## src/rtl/seven_seg_scan_driver.sv

```systemverilog
// Time-multiplexed driver for a 4-digit common-anode seven-segment display.
// Latches the display word once per scan frame and scans digits with blink/DP control.
module seven_seg_scan_driver #(
  parameter int SCAN_DIV     = 65536,
  parameter int BLINK_FRAMES = 48
) (
  input  logic        clk,
  input  logic        rst,
  input  logic [31:0] disp_num,
  input  logic        high_degree,
  input  logic [3:0]  point_mask,
  input  logic [3:0]  blink_mask,
  output logic [7:0]  SEGMENT,
  output logic [3:0]  AN,
  output logic        frame_start
);

  localparam int PW = (SCAN_DIV > 1) ? $clog2(SCAN_DIV) : 1;
  localparam int FW = (BLINK_FRAMES > 1) ? $clog2(BLINK_FRAMES) : 1;
  localparam logic [PW-1:0] PRESC_TC = PW'(SCAN_DIV - 1);
  localparam logic [FW-1:0] FRAME_TC = FW'(BLINK_FRAMES - 1);

  // Active-low hex glyphs, bit order g,f,e,d,c,b,a.
  function automatic logic [6:0] hex7(input logic [3:0] nib);
    logic [6:0] seg;
    case (nib)
      4'h0:    seg = 7'h40;
      4'h1:    seg = 7'h79;
      4'h2:    seg = 7'h24;
      4'h3:    seg = 7'h30;
      4'h4:    seg = 7'h19;
      4'h5:    seg = 7'h12;
      4'h6:    seg = 7'h02;
      4'h7:    seg = 7'h78;
      4'h8:    seg = 7'h00;
      4'h9:    seg = 7'h10;
      4'hA:    seg = 7'h08;
      4'hB:    seg = 7'h03;
      4'hC:    seg = 7'h46;
      4'hD:    seg = 7'h21;
      4'hE:    seg = 7'h06;
      4'hF:    seg = 7'h0E;
      default: seg = 7'h7F;
    endcase
    return seg;
  endfunction

  logic [PW-1:0] r_presc;
  logic [1:0]    r_digit;
  logic [FW-1:0] r_frame;
  logic          r_blink;
  logic [31:0]   r_latch;
  logic          r_hd;
  logic          r_load_pending;
  logic [7:0]    r_seg;
  logic [3:0]    r_an;

  logic          w_tc;
  logic          w_wrap;
  logic          w_load;
  logic [31:0]   w_word;
  logic          w_hd;
  logic [15:0]   w_half;
  logic [3:0]    w_nib;
  logic [3:0]    w_an_next;
  logic [7:0]    w_seg_next;

  // Scan decode; the first frame after reset reads the inputs directly so
  // digit 0 already shows the word being latched on that same edge.
  always_comb begin
    w_tc       = (r_presc == PRESC_TC);
    w_wrap     = w_tc && (r_digit == 2'd3);
    w_load     = r_load_pending || w_wrap;
    w_word     = r_load_pending ? disp_num : r_latch;
    w_hd       = r_load_pending ? high_degree : r_hd;
    w_half     = w_hd ? w_word[31:16] : w_word[15:0];
    case (r_digit)
      2'd0:    w_nib = w_half[3:0];
      2'd1:    w_nib = w_half[7:4];
      2'd2:    w_nib = w_half[11:8];
      2'd3:    w_nib = w_half[15:12];
      default: w_nib = w_half[3:0];
    endcase
    w_an_next  = (r_blink && blink_mask[r_digit]) ? 4'hF : ~(4'b0001 << r_digit);
    w_seg_next = {~point_mask[r_digit], hex7(w_nib)};
  end

  // Prescaler, digit/frame counters, frame latch and pin registers.
  always_ff @(posedge clk) begin
    if (rst) begin
      r_presc        <= '0;
      r_digit        <= 2'd0;
      r_frame        <= '0;
      r_blink        <= 1'b0;
      r_latch        <= 32'h0000_0000;
      r_hd           <= 1'b0;
      r_load_pending <= 1'b1;
      r_seg          <= 8'hFF;
      r_an           <= 4'hF;
    end else begin
      r_presc        <= w_tc ? '0 : r_presc + PW'(1);
      r_load_pending <= 1'b0;
      if (w_tc) begin
        r_digit <= r_digit + 2'd1;
      end
      if (w_load) begin
        r_latch <= disp_num;
        r_hd    <= high_degree;
      end
      if (w_wrap) begin
        if (r_frame == FRAME_TC) begin
          r_frame <= '0;
          r_blink <= ~r_blink;
        end else begin
          r_frame <= r_frame + FW'(1);
        end
      end
      r_seg <= w_seg_next;
      r_an  <= w_an_next;
    end
  end

  assign SEGMENT     = r_seg;
  assign AN          = r_an;
  assign frame_start = w_load & ~rst;

endmodule

```

## config.mk

```make
export PLATFORM = sky130hd
export DESIGN_NAME = seven_seg_scan_driver
export DESIGN_NICKNAME = d
export VERILOG_FILES = /design/src/rtl/seven_seg_scan_driver.sv
export SDC_FILE = /design/constraint.sdc
export NUM_CORES = 1
export LEC_CHECK = 0
export ABC_AREA = 1
export ABC_CLOCK_PERIOD_IN_PS = 2500
export CAP_MARGIN = 5
export CORE_ASPECT_RATIO = 0.8
export CORE_MARGIN = 3
export CORE_UTILIZATION = 54
export CTS_CLUSTER_SIZE = 14
export DETAILED_ROUTE_END_ITERATION = 7
export PLACE_DENSITY = 0.8
export SLEW_MARGIN = 20
export SYNTH_ARGS = -nofsm -noshare
export SYNTH_HDL_FRONTEND = slang
export SYNTH_SLANG_ARGS = --single-unit
```

## constraint.sdc

```tcl
create_clock -name clk -period 2.5 [get_ports clk]
set_clock_uncertainty 0.15 [all_clocks]
set_input_delay 0.375 -clock clk [delete_from_list [all_inputs] [get_ports clk]]
set_output_delay 0.375 -clock clk [all_outputs]
set_load 0.01 [all_outputs]
```

==> results.json <==
{
  "die_h_um": 79.7,
  "synth_seq_cells": 71,
  "drive_gt1_frac": 0.112,
  "maxSlewHeadroom": 0.675,
  "hpwl_um": 6290,
  "p_leak_uw": 0.00203,
  "hold_viol": 0,
  "clkSinkCount": 71,
  "crit_top_cell": "nand2_4",
  "layout_common_cells": "nand2_1 (179), dfxtp_1 (70), clkdlybuf4s50_1 (54), inv_1 (46), nor2_1 (36)",
  "syn2layout_area_growth_pct": 27.2,
  "path_delay_family": "simple AND/OR/NAND/NOR gates",
  "cp-end-kind": "output port",
  "synth_top_area_frac": 0.388,
  "drc": 0,
  "synth-async-reset-ratio": 0,
  "finalHoldWorstSlack_ns": 0.272,
  "dp_slack_ns": -0.201,
  "fin_nets": 647,
  "peakVddDrop_mv": 0.380,
  "root_buffer": "clkbuf_8",
  "synthFlopType": "dfxtp_1",
  "yosysWarnings": 0,
  "worstPathRequired_ns": 1.98,
  "clockBufferDepth": 2,
  "syn_area_um2": 3670,
  "syn_avg_cell_area_um2": 7.08,
  "synth.distinct_cells": 37,
  "diodes": 0,
  "slew_violations": 0,
  "max_stage_delay_ns": 0.34,
  "path_max_fanout": 6,
  "path_cells": "ha_1, nand2_1, nor2_2, nand3_2, nor2_4, nand2_2, nand2_4, nand2_4, clkinv_2, clkdlybuf4s15_1",
  "tightest_slew_ns": 0.484,
  "synthCells": 518,
  "antenna_found_initial": 0,
  "initial_utilization": 0.566,
  "synth.largest_area_cell": "dfxtp_1",
  "placed_cell_area_um2": 4410,
  "fmax_ghz": 0.428,
  "postLayoutCellArea_um2": 4670,
  "cts_tree": "built",
  "setup_violations": 0,
  "seq_area_frac_synth": 0.388,
  "wl_per_cell_um": 12.8,
  "io_buffer_count": 55,
  "final_common_cell": "nand2_1",
  "clk_latency_ns": 0.35,
  "cts_max_level": 3,
  "routed_wl_um": 8730,
  "maxCapViolations": 0,
  "ioPinCount": 56,
  "status": "finished clean",
  "core_um2": 6470,
  "grt_pass1_vias": 3402,
  "hold_path.class": "reg2reg",
  "path_clk_slew_ns": 0.07,
  "slowest_stage": "dfxtp_2",
  "cts-buffers-inserted": 9,
  "globalRoute.totalOverflow": 0,
  "grt_max_degree": 40,
  "total_power_uw": 2660,
  "vias": 3535,
  "period_minus_slack_ns": 2.34,
  "worstPathArrival_ns": 1.81,
  "drtIter0Drc": 179,
  "postRouteAntennaNets": 0,
  "worstSetupPathType": "reg2out",
  "gp_congestion": 0.910,
  "die_area_um2": 7820,
  "first_pass_iters": 5,
  "via_per_inst": 5.20,
  "worstSetupStartpointType": "flip-flop",
  "p_per_area_nw_per_um2": 571,
  "rows": 26,
  "die_x_um": 98.1,
  "hold_buffers": 0,
  "path_buf_inv": 2,
  "syn_nets": 574,
  "fin_tns_setup_ns": 0,
  "fin_ws_ns": 0.164,
  "grt_pass1_wl_um": 15100,
  "synthTopCellsByArea": "dfxtp_1 (39%), nand2_1 (18%), inv_1 (4.7%), ha_1 (4.4%), nand3_1 (4.4%)",
  "rsz0062_at_grt": "false",
  "grt_usage": 0.236,
  "period_share": 0.934,
  "synth-edff-count": 0
}
kinds of logic (layout without fill, tap and decap cells):
logic type | count (synthesis) | count (layout) | synth area share
AO/OA/AOI/OAI | 80 | 80 | 0.146
flip-flops | 71 | 71 | 0.388
buffers and inverters | 71 | 149 | 0.0894
AND/OR/NAND/NOR | 273 | 273 | 0.308
XOR/XNOR | 10 | 10 | 0.0239
adder cells (fa/ha/maj) | 13 | 13 | 0.0444
cells in the mapped netlist (2+ instances only):
cell type / count
a21oi_1: 16
buf_2: 6
buf_4: 4
buf_6: 5
clkbuf_1: 5
dfxtp_1: 71
ha_1: 13
inv_1: 46
inv_2: 4
nand2_1: 180
nand2_2: 3
nand2_4: 2
nand3_1: 32
nor2_1: 37
nor2_2: 2
nor3_1: 11
o21ai_0: 16
o21ai_1: 10
o31ai_1: 17
o32ai_1: 13
xnor2_1: 5
xor2_1: 5
sequential cells by signal, indices dropped and copies added (netlist names):
signal          flops
r_latch            32
r_presc            16
SEGMENT             8
r_frame             6
AN                  4
r_digit             2
r_blink             1
r_hd                1
r_load_pending      1
report_power, final:
group          internal [µW]  switching, µW  total, µW
logic                    207            223        430
clock network            596            436       1030
registers               1180           16.2       1200
worst paths after layout:
kind / depth (start not counted) / startpoint / end / slack, ns
setup / recovery: 10 / r_presc[0] / frame_start / 0.16
hold / removal: 1 / r_presc[0] / r_presc[0] / 0.27
setup reg to reg: 17 / r_load_pending / SEGMENT[3] / 0.23
hold reg to reg: 1 / r_presc[0] / r_presc[0] / 0.27
through the flow:
stage	std cells	util
finish	680	0.721
global route	680	0.721
CTS	680	0.718
detailed placement	663	0.681
global placement	663	0.681
floorplan	518	-
per-layer routing:
metal | wire [µm] | global-route usage | vias to the layer above
li1 | - | - | 1831
met4 | 93 | 0.0491 | 0
met1 | 4020 | 0.304 | 1577
met3 | 548 | 0.0672 | 10
met5 | 0 | 0 | -
met2 | 4070 | 0.397 | 117
cell type report:
cell class              instances  area, µm²
flip-flops and latches         71       1420
multi-input cells             376       1940
clock inverters                 6       91.3
inverters                      51        193
fillers                       538       1810
clock buffers                  10        138
repair buffers                 82        778
well taps                      84        105
timing repair:
item,in CTS,in global routing
setup buffers,1,0
pin swaps,1,2
gates resized for setup,3,5
cloned,0,0
endpoints found under the setup margin,1,6
No activity file was read; power rests on OpenSTA's default activity.
